[config.mk]
export PLATFORM = sky130hd
export DESIGN_NAME = mem_loader
export DESIGN_NICKNAME = d
export VERILOG_FILES = /design/src/rtl/mem_loader.sv
export SDC_FILE = /design/constraint.sdc
export NUM_CORES = 1
export LEC_CHECK = 0
export BUFFER_PORTS_ARGS = -buffer_cell sky130_fd_sc_hd__buf_2
export CAP_MARGIN = 20
export CELL_PAD_IN_SITES_DETAIL_PLACEMENT = 1
export CELL_PAD_IN_SITES_GLOBAL_PLACEMENT = 1
export CORE_MARGIN = 5
export CORE_UTILIZATION = 40
export DETAILED_ROUTE_END_ITERATION = 12
export PLACE_DENSITY = 0.69
export SYNTH_ARGS = -nofsm -noshare
export SYNTH_HDL_FRONTEND = slang
export SYNTH_SLANG_ARGS = --single-unit
[constraint.sdc]
create_clock -name clk -period 2.1 [get_ports clk]
set_input_delay 0.42 -clock clk [delete_from_list [all_inputs] [get_ports clk]]
set_output_delay 0.42 -clock clk [all_outputs]
set_load 0.05 [all_outputs]
[src/rtl/mem_loader.sv]
// Boot loader: parses a little-endian header plus image from a byte
// stream, writes it to memory, optionally the reset vector, then releases the core.
module mem_loader #(
  parameter bit          WRITE_VECTOR = 1'b1,
  parameter logic [15:0] VECTOR_ADDR  = 16'hFFFC,
  parameter int unsigned RESET_HOLD   = 4
) (
  input  logic        clk,
  input  logic        reset,
  input  logic [7:0]  in_data,
  input  logic        in_valid,
  output logic        in_ready,
  output logic        mem_enable,
  output logic        mem_wr_enable,
  output logic [15:0] mem_addr,
  output logic [7:0]  mem_wr_data,
  output logic        proc_resetn,
  output logic        done
);

  localparam int HW =
    (RESET_HOLD > 1) ? $clog2(RESET_HOLD) : 1;
  localparam logic [HW-1:0] HOLD_LAST =
    HW'(RESET_HOLD - 1);

  typedef enum logic [3:0] {
    HDR_ADDR_LO,
    HDR_ADDR_HI,
    HDR_LEN_LO,
    HDR_LEN_HI,
    DATA,
    VEC_LO,
    VEC_HI,
    HOLD,
    RUN
  } state_t;

  state_t        state;
  logic [15:0]   load_addr;
  logic [7:0]    len_lo;
  logic [15:0]   remaining;
  logic [15:0]   wr_ptr;
  logic [HW-1:0] hold_cnt;
  logic          accept;
  logic [15:0]   hdr_len;
  state_t        post_data;

  always_comb begin
    in_ready = 1'b0;
    if (!reset) begin
      in_ready = state inside {
        HDR_ADDR_LO, HDR_ADDR_HI,
        HDR_LEN_LO, HDR_LEN_HI, DATA};
    end
  end

  assign mem_enable = !reset;
  assign accept     = in_valid && in_ready;
  assign hdr_len    = {in_data, len_lo};
  assign post_data  = WRITE_VECTOR ? VEC_LO : HOLD;

  always_ff @(posedge clk) begin
    if (reset) begin
      state         <= HDR_ADDR_LO;
      load_addr     <= '0;
      len_lo        <= '0;
      remaining     <= '0;
      wr_ptr        <= '0;
      hold_cnt      <= '0;
      mem_wr_enable <= 1'b0;
      mem_addr      <= '0;
      mem_wr_data   <= '0;
      proc_resetn   <= 1'b0;
      done          <= 1'b0;
    end else begin
      mem_wr_enable <= 1'b0;
      case (state)
        HDR_ADDR_LO: if (accept) begin
          load_addr[7:0] <= in_data;
          state          <= HDR_ADDR_HI;
        end
        HDR_ADDR_HI: if (accept) begin
          load_addr[15:8] <= in_data;
          state           <= HDR_LEN_LO;
        end
        HDR_LEN_LO: if (accept) begin
          len_lo <= in_data;
          state  <= HDR_LEN_HI;
        end
        HDR_LEN_HI: if (accept) begin
          remaining <= hdr_len;
          wr_ptr    <= load_addr;
          state     <= (hdr_len != 16'd0)
                       ? DATA : post_data;
        end
        DATA: if (accept) begin
          mem_wr_enable <= 1'b1;
          mem_addr      <= wr_ptr;
          mem_wr_data   <= in_data;
          wr_ptr        <= wr_ptr + 16'd1;
          remaining     <= remaining - 16'd1;
          if (remaining == 16'd1)
            state <= post_data;
        end
        VEC_LO: begin
          mem_wr_enable <= 1'b1;
          mem_addr      <= VECTOR_ADDR;
          mem_wr_data   <= load_addr[7:0];
          state         <= VEC_HI;
        end
        VEC_HI: begin
          mem_wr_enable <= 1'b1;
          mem_addr      <= VECTOR_ADDR + 16'd1;
          mem_wr_data   <= load_addr[15:8];
          state         <= HOLD;
        end
        HOLD: begin
          // core stays in reset while the last write settles
          if (hold_cnt == HOLD_LAST) begin
            state       <= RUN;
            proc_resetn <= 1'b1;
            done        <= 1'b1;
          end else begin
            hold_cnt <= hold_cnt + 1'b1;
          end
        end
        RUN: ;
        default: state <= HDR_ADDR_LO;
      endcase
    end
  end

endmodule

==> summary.md, run 1 <==
| Metric | Value |
|---|---|
| Run status | `finished clean` |
| Dominant synthesized flop cell | `dfxtp_1` |
| First-pass GRT wire length | `22.6 mm` |
| Fillcell total | `1,326` |
| Core Box Area | `0.0107 mm^2` |
| Worst setup SP type | `register` |
| Initial Utilization | `roughly two fifths` |
| Yosys warnings | `0` |
| Vias per cell | `6.01` |
| 1st-iter DRT viols | `~260` |
| Setup crit end kind | `output port` |
| Worst-path clk slew | `90 ps` |
| Htree depth | `3` |
| Pre-CTS setup slack | `-26.5 ps` |
| # Post-CTS Setup Buffers | `0` |
| Psw | `997 uW` |
| Mapped Nets | `between 500 and 600` |
| Vias in the first global route | `roughly 4,200` |
| Die height | `114 um` |
| CTS tree | `built` |
| I/O Pins | `40` |
| DR DRC count | `0` |
| Reg power frac | `49.5%` |
| HP Class | `in -> reg` |
| WL final | `14.3 mm` |
| Internal power | `2520 uW` |
| EDFF count, synth | `0` |
| Area grow syn2layout | `15.8%` |
| Post-layout min period | `1980 ps` |
| Multi-input logic area | `0.00241 mm^2` |
| Clock skew | `12.7 ps` |
| Cell Pwr Density | `701 mW/mm^2` |
| Die Wd | `about 110 um` |
| Pin count of the biggest net entering global routing | `68` |
| RSZ-0062 raised after global routing | `false` |
| Mean post-synth cell area | `8.18 um^2` |
| 1st-pass router iterations | `4` |
| Leak | `between 0.002 and 0.0025 uW` |
| Hold endpoint | `hold_cnt[1]` |
| Crit path arrival time | `1560 ps` |
| Tot GR Track Use | `22.3%` |
| Port Buffer Count | `39` |
| Count of different cell masters after synthesis | `58` |
| Synthesized cell area | `0.00434 mm^2` |
| Finished Core Util | `46.7%` |
| Final net count | `between 500 and 600` |
| # setup viols final | `0` |
| CTS Sinks | `a little under 90` |
| Hpwl dp | `9.67 mm` |
| Antenna diodes | `0` |
| Peak VDD IR | `about 0.33 mV` |
| Total power | `3520 uW` |
| Syn Inst Count | `530` |
| Setup TNS | `0 ps` |
| Grt ovf | `0` |
| FF-to-FF setup slack | `150 ps` |
| Maximum operating frequency | `506 MHz` |
| Hold path startpoint | `reset` |
| Logic pwr share | `14.1%` |
| Hold Path Cell Cnt | `2` |
| Wire length per cell | `slightly above 20 um` |
| Fin crit share | `around 94%` |
| CP Data Required Time | `1680 ps` |
| WHS | `roughly 330 ps` |
| Post-CTS Hold Buffers | `0` |
| Initial antenna violation count | `0` |
| Setup ws final | `122 ps` |
| Core Rows | `38` |
| Max_slew headroom | `48.8%` |
| Root buf cell | `clkbuf_8` |
| Worst reg2reg startpoint | `state[3]` |
| Max Slew Vio Count | `0` |
| FF-to-FF path depth | `6` |
| Final Hold Fails | `0` |
| Die area | `0.0130 mm^2` |
| Ys async rst share | `0%` |
| Clk buf depth | `2` |
| Crit Path Class | `reg -> out` |
| R2R Path End | `remaining[14]` |
| Switching Fraction | `~28%` |
| Maxcap violations | `0` |
| Clock Power Share | `36.3%` |
| Yosys reg bits | `88` |
| Post-DRT Antenna Nets | `0` |
| Critical path peak fanout | `15` |
| Post-synthesis sequential area ratio | `40.6%` |
| Routability cong. | `0.800` |
| CP startpoint | `state[0]` |
| Via count | `4,235` |
| CTS buffer count | `9` |
| Slew at the pin with the worst max-slew slack | `767 ps` |
| Share of layout cells above drive strength 1 | `approximately 17%` |
| Worst-skew pair later-pin latency | `about 400 ps` |
| Reg area | `around 0.0018 mm^2` |
-- Yosys cell counts (all sizes together), types with 3 or more instances --
cell type / count / area share, %
a211oi: 8 / 1.4
a21o: 3 / 0.52
a21oi: 40 / 4.6
a22o: 3 / 0.61
a22oi: 9 / 1.6
a31oi: 10 / 1.4
a32o: 5 / 1.2
and2: 5 / 0.72
buf: 14 / 1.8
clkbuf: 28 / 2.4
dfxtp: 88 / 41
ha: 4 / 1.2
inv: 9 / 0.78
mux2i: 26 / 6.0
nand2: 40 / 3.5
nand3: 16 / 1.8
nand4: 9 / 1.3
nor2: 60 / 5.4
nor2b: 5 / 0.72
nor3: 27 / 3.4
nor4: 11 / 1.6
o211a: 9 / 2.1
o211ai: 3 / 0.52
o21ai: 45 / 5.2
o2bb2ai: 3 / 0.61
o31ai: 7 / 1.2
o32ai: 4 / 0.81
or2: 5 / 0.72
or3: 3 / 0.43
or4: 3 / 0.61
-- sequential cells by signal, indices dropped and copies added, names as in the netlist --
register	flops
done	1
hold_cnt	2
len_lo	8
load_addr	16
mem_addr	16
mem_wr_data	8
mem_wr_enable	1
remaining	16
state	4
wr_ptr	16
-- final cells by class --
class / instances / share of cell area [%]
Clock buffer: 13 / 3.37
Clock inverter: 2 / 0.748
Inverter: 9 / 0.673
Multi-Input combinational cell: 391 / 47.9
Sequential cell: 88 / 35.1
Tap cell: 140 / 3.49
Timing Repair Buffer: 62 / 8.68
-- how the worst max path moves through the flow --
stage,endpoint,slack (ps),cells past startpoint
after floorplan,mem_enable,110,4
after global placement,state[2],-30,5
after detailed placement,state[2],-30,5
after CTS,remaining[14],5,6
after global routing,mem_addr[1],10,7
final,in_ready,120,4
-- cell usage in the layout (no fill, tap or decap), types with 3 or more instances in the layout --
cell / instances
clkbuf_8: 12
a21o_1: 3
buf_2: 39
a22o_1: 3
nor2b_1: 5
dfxtp_1: 88
nor3_1: 26
buf_4: 18
nor4_1: 9
ha_1: 4
inv_1: 9
o21ai_0: 43
a21oi_1: 40
o31ai_1: 7
nand3_1: 16
nor2_1: 58
a31oi_1: 10
a22oi_1: 9
o211a_1: 9
a211oi_1: 8
nand2_1: 39
mux2i_1: 26
o32ai_1: 4
o211ai_1: 3
or3_1: 3
o2bb2ai_1: 3
or2_2: 5
and2_1: 3
nand4_1: 9
buf_12: 4
a32o_1: 5
-- repair_timing --
action / CTS / global route
endpoints found under the hold margin: 0 / 0
cloned: 0 / 1
endpoints found under the setup margin: 2 / 19
gates resized for setup: 2 / 7
-- worst max-delay path: stages, from the launching register on --
cell	delay, ps
dfxtp_1	330
buf_4	180
o21ai_0	250
and2_1	160
buf_2	250
-- power by group through the flow --
stage               registers (uW)  clock network (uW)  logic (uW)
floorplan                     1830                   0         265
global placement              1780                   0         459
detailed placement            1780                   0         471
CTS                           1740                1310         476
global route                  1750                1380         535
finish                        1740                1280         497
-- cell families (layout without fill, tap and decap cells) --
kind of cell,after synthesis,after routing,share of synthesized area [%]
mux,26,26,6.00
simple gates,197,197,22.5
compound gates,163,163,24.5
xor+xnor,1,1,0.202
buf+inv,51,86,4.96
fa+ha+maj,4,4,1.15
flops,88,88,40.6
-- layer usage --
| layer | vias to the layer above | global-route usage (%) | part of all wire [%] |
|---|---|---|---|
| li1 | 2011 | - | - |
| met1 | 2107 | 29.0 | 46 |
| met2 | 88 | 36.0 | 47 |
| met3 | 29 | 3.01 | 3.3 |
| met4 | 0 | 11.6 | 3.5 |
| met5 | - | 0 | 0 |
-- stage by stage --
stage / cells / area [um^2]
final: 705 / 5020
after global routing: 705 / 5020
after CTS: 704 / 4960
after detailed placement: 689 / 4750
after global placement: 689 / 4750
after floorplan: 530 / 4340
Note: power is estimated with default switching activity, not from simulation.
==> inputs of run 2 (changes only) <==
--- a/config.mk
+++ b/config.mk
@@ -11,8 +11,10 @@
 export CELL_PAD_IN_SITES_GLOBAL_PLACEMENT = 1
 export CORE_MARGIN = 5
 export CORE_UTILIZATION = 40
+export CTS_CLUSTER_SIZE = 8
 export DETAILED_ROUTE_END_ITERATION = 12
 export PLACE_DENSITY = 0.69
+export RECOVER_POWER = 50
 export SYNTH_ARGS = -nofsm -noshare
 export SYNTH_HDL_FRONTEND = slang
 export SYNTH_SLANG_ARGS = --single-unit
==> run 2 against run 1 <==
Flip-flop and latch count did not move. First-iteration DRC count fell by 2.3%. Via count fell by 0.35%. Wire length rose by 0.25%. Combinational power fell by 1%. Clock skew barely moved. Register-to-register slack barely moved. Hold slack improved by 0.67 ps. Count of clock-buffer cells in the layout did not move. Critical path type unchanged. Critical endpoint unchanged. Largest power group unchanged.
==> summary.md, run 2 (synthesized netlist as in run 1, its figures left out) <==
| Metric | Value |
|---|---|
| Run status | `finished clean` |
| Clock skew | `12.6 ps` |
| Setup crit end kind | `output port` |
| Max Slew Vio Count | `0` |
| WL final | `14.4 mm` |
| First-pass GRT wire length | `22.6 mm` |
| 1st-iter DRT viols | `252` |
| Final Hold Fails | `0` |
| Area grow syn2layout | `14.7%` |
| Vias in the first global route | `4,208` |
| Cell Chain, Critical Path | `buf_4 > o21ai_0 > and2_1 > buf_2` |
| CTS tree | `built` |
| Cell Pwr Density | `705 mW/mm^2` |
| FF-to-FF path depth | `6` |
| Post-DRT Antenna Nets | `0` |
| Vias per cell | `~6` |
| Finished Layout Cells | `705` |
| Htree depth | `3` |
| Cells after DPL | `around 690` |
| Commonest non-fill, non-tap cell in the layout | `dfxtp_1` |
| Top Usage Layer GRT | `met2` |
| Worst-path clk slew | `~90 ps` |
| Share of layout cells above drive strength 1 | `11.2%` |
| Core Rows | `38` |
| CP bufs+invs | `2` |
| Initial antenna violation count | `0` |
| Slowest stage delay, CP | `330 ps` |
| Core Box Area | `0.0107 mm^2` |
| Tot GR Track Use | `22.3%` |
| Post-layout min period | `just under 2000 ps` |
| CP endpoint | `in_ready` |
| Port Buffer Count | `39` |
| Initial Utilization | `40.3%` |
| I/O Pins | `40` |
| Maxcap violations | `0` |
| Fin crit share | `a little over nine tenths` |
| Worst reg2reg startpoint | `state[0]` |
| Slew at the pin with the worst max-slew slack | `approximately 760 ps` |
| Crit path arrival time | `1570 ps` |
| GRT met1 Usage | `about 29%` |
| Final net count | `roughly 580` |
| Crit-path leading delay family | `buffers and inverters` |
| HP Class | `in -> reg` |
| Die height | `114 um` |
| Post-route cell area | `between 0.004 and 0.005 mm^2` |
| # setup viols final | `0` |
| Grt ovf | `0` |
| Clk buf depth | `2` |
| Finished Core Util | `46.3%` |
| Met3 usage | `under 10%` |
| Critical path peak fanout | `15` |
| Pin count of the biggest net entering global routing | `68` |
| Root buf cell | `clkbuf_8` |
| Placed inst area | `0.00475 mm^2` |
| DR DRC count | `0` |
| Critical path's slowest cell | `dfxtp_1` |
| Crit Path Class | `reg -> out` |
| Antenna diodes | `0` |
| Worst-skew pair later-pin latency | `just under 400 ps` |
| CP Data Required Time | `1680 ps` |
| Worst path depth | `4` |
| Most frequent cells in the layout | `dfxtp_1 (88), nor2_1 (58), o21ai_0 (43)` |
| 1st-pass router iterations | `4` |
| Wire length per cell | `approximately 20 um` |
| Max_slew headroom | `49.3%` |
| Routability cong. | `roughly 0.80` |
| Grt met2 use | `36.0%` |
| Hpwl dp | `9.67 mm` |
| FF-to-FF setup slack | `~150 ps` |
| R2R Path End | `remaining[14]` |
| Peak VDD IR | `0.324 mV` |
| Maximum operating frequency | `503 MHz` |
| CP startpoint | `state[0]` |
| Via count | `4,220` |
| Post-CTS Hold Buffers | `0` |
| Worst setup SP type | `register` |
| Total power | `3510 uW` |
| Die area | `0.0130 mm^2` |
| RSZ-0062 raised after global routing | `false` |
| CTS buffer count | `9` |
| Die Wd | `114 um` |
| CTS Sinks | `88` |
| Leak | `0.00197 uW` |
run 2: cell types whose count changed in the layout (fill, tap and decap cells not counted):
cell	before	now
clkbuf_1	1	32
buf_4	18	15
buf_2	39	11
run 2: stage by stage:
stage	worst slack [ps]	setup TNS [ps]	hold slack, ps
finish	112	0	326
CTS	4.69	0	300
detailed placement	-26.5	-26.5	477
global route	14.7	0	311
global placement	-31.5	-31.5	453
floorplan	110	0	453
run 2: timing repair:
action                                 CTS  global route
cloned                                   0             1
endpoints found under the hold margin    0             0
setup endpoints to repair                2            19
buffers inserted                         0             0
gates resized for setup                  2             7
run 2: how the worst min path moves through the flow:
stage	startpoint	end	slack, ps	cells after the start
after floorplan	remaining[1]	remaining[1]	450	2
after global placement	mem_addr[0]	mem_addr[0]	450	2
after detailed placement	mem_addr[0]	mem_addr[0]	480	2
after CTS	reset	hold_cnt[1]	300	2
after global routing	reset	hold_cnt[1]	310	2
final	reset	hold_cnt[1]	330	2
run 2: routing by layer:
layer	wire (um)	vias to the layer above	share of wire (%)
li1	-	2008	-
met1	6670	2103	46
met2	6760	81	47
met3	426	28	3.0
met4	496	0	3.5
met5	0	-	0
run 2: layout make-up:
| type | instances | area [um^2] |
|---|---|---|
| Fill cell | 1339 | 5770 |
| Multi-Input combinational cell | 391 | 2410 |
| Sequential cell | 88 | 1760 |
| Timing Repair Buffer | 62 | 389 |
| Tap cell | 140 | 175 |
| Clock buffer | 13 | 169 |
| Clock inverter | 2 | 37.5 |
| Inverter | 9 | 33.8 |
run 2: report_power, final:
| group | leakage (uW) | switching (uW) | total [uW] | internal (uW) |
|---|---|---|---|---|
| combinational | 0.00115 | 328 | 490 | 162 |
| sequential | 0.000710 | 34.0 | 1740 | 1710 |
| clock | 0.000102 | 631 | 1270 | 642 |
| total | 0.00197 | 993 | 3510 | 2510 |
==> inputs of run 3 (changes only) <==
--- a/config.mk
+++ b/config.mk
@@ -9,12 +9,14 @@
 export CAP_MARGIN = 20
 export CELL_PAD_IN_SITES_DETAIL_PLACEMENT = 1
 export CELL_PAD_IN_SITES_GLOBAL_PLACEMENT = 1
+export CORE_ASPECT_RATIO = 1.25
 export CORE_MARGIN = 5
 export CORE_UTILIZATION = 40
 export CTS_CLUSTER_SIZE = 8
 export DETAILED_ROUTE_END_ITERATION = 12
 export PLACE_DENSITY = 0.69
 export RECOVER_POWER = 50
+export REMOVE_ABC_BUFFERS = 1
 export SYNTH_ARGS = -nofsm -noshare
 export SYNTH_HDL_FRONTEND = slang
 export SYNTH_SLANG_ARGS = --single-unit
==> run 3 against run 2 <==
Hold slack gained 96 ps. Final area increased by 1.5%. Clock skew down 5.1 ps. Via count rose by 1.2%. Critical path type is now reg -> reg.
==> summary.md, run 3 (synthesized netlist as in run 1, its figures left out) <==
| Metric | Value |
|---|---|
| Die area | `0.0130 mm^2` |
| Maximum operating frequency | `512 MHz` |
| Grt ovf | `0` |
| 1st-pass router iterations | `5` |
| Critical path peak fanout | `6` |
| RSZ-0062 raised after global routing | `false` |
| Clock skew | `7.48 ps` |
| Worst setup SP type | `register` |
| HP Class | `in -> reg` |
| Slew at the pin with the worst max-slew slack | `between 600 and 700 ps` |
| Initial antenna violation count | `0` |
| Die height | `126 um` |
| Via count | `4,272` |
| CTS tree | `built` |
| Wire length per cell | `20.2 um` |
| M1 WL | `6.15 mm` |
| Cell Pwr Density | `765 mW/mm^2` |
| Pin count of the biggest net entering global routing | `40` |
| Placed inst area | `0.00479 mm^2` |
| # setup viols final | `0` |
| Routability cong. | `0.782` |
| Antenna diodes | `0` |
| Finished Core Util | `47.5%` |
| Clk buf depth | `2` |
| Fin crit share | `93.0%` |
| Root buf cell | `clkbuf_16` |
| Worst-skew pair later-pin latency | `350 ps` |
| Post-layout min period | `roughly 2000 ps` |
| Setup crit end kind | `register` |
| Tot GR Track Use | `22.5%` |
| DR DRC count | `0` |
| CTS Sinks | `88` |
| I/O Pins | `40` |
| Met2 Wirelength | `7.34 mm` |
| CP Data Required Time | `2330 ps` |
| Post-route cell area | `about 0.0050 mm^2` |
| Core Rows | `42` |
| Htree depth | `3` |
| Die Wd | `103 um` |
| Commonest non-fill, non-tap cell in the layout | `dfxtp_1` |
| Core Box Area | `0.0106 mm^2` |
| Hpwl dp | `approximately 9.6 mm` |
| Peak VDD IR | `0.348 mV` |
| Port Buffer Count | `39` |
| # Post-CTS Setup Buffers | `0` |
| Worst-path clk slew | `70 ps` |
| Met3 wire len | `457 um` |
| Post-CTS Hold Buffers | `0` |
| Max Slew Vio Count | `0` |
| Vias in the first global route | `4,286` |
| Area grow syn2layout | `16.4%` |
| Vias per cell | `6.07` |
| Initial Utilization | `40.8%` |
| Final Hold Fails | `0` |
| First-pass GRT wire length | `~23 mm` |
| CTS buffer count | `9` |
| Leak | `0.00202 uW` |
| Final net count | `just under 600` |
| Post-CTS resize count | `1` |
| 1st-iter DRT viols | `146` |
| Max_slew headroom | `56.0%` |
| Crit Path Class | `reg -> reg` |
| Most frequent cells in the layout | `dfxtp_1 (88), nor2_1 (59), o21ai_0 (43)` |
| Share of layout cells above drive strength 1 | `11.4%` |
| Run status | `finished clean` |
| Crit path arrival time | `2180 ps` |
| Post-DRT Antenna Nets | `0` |
| Top sig layer | `met4` |
| WL final | `14.2 mm` |
| Maxcap violations | `0` |
## run 3: layout make-up
cell class                      count  area [um^2]
Multi-Input combinational cell    391         2370
Tap cell                          132          165
Timing Repair Buffer               68          422
Fill cell                        1299         5570
Clock inverter                      7         71.3
Sequential cell                    88         1760
Inverter                            9         33.8
Clock buffer                        9          225
## run 3: final timing paths
check	from	to	slack, ps	cells after the start
hold / removal	reset	hold_cnt[0]	420	2
hold reg to reg	done	done	470	2
setup / recovery	remaining[10]	state[2]	150	5
setup reg to reg	remaining[10]	state[2]	150	5
## run 3: power breakdown
part	leakage [uW]	switching, uW	total, uW	internal [uW]
Combinational	0.00117	321	468	147
Sequential	0.000710	32.1	1740	1710
Clock	0.000138	726	1650	923
## run 3: critical path, stage by stage (launching register included)
cell      delay (ps)
dfxtp_1          350
or4_1            660
nor4_1           340
a31oi_1          190
o211ai_1         190
o21ai_0          100
## run 3: stage by stage
stage               setup slack, ps  TNS (ps)  instances  hold slack, ps  total power, uW
floorplan                     -2290    -72670        488             446             2060
global placement               61.9         0        688             450             2240
detailed placement             30.7         0        688             459             2250
CTS                            15.3         0        704             421             3890
global route                  0.772         0        704             421             3990
finish                          147         0        704             422             3860
## run 3: per-layer routing
metal,GRT usage [%],vias to the layer above
li1,-,2032
met1,27.1,2126
met2,40.1,98
met3,3.73,16
met4,6.78,0
met5,0,-
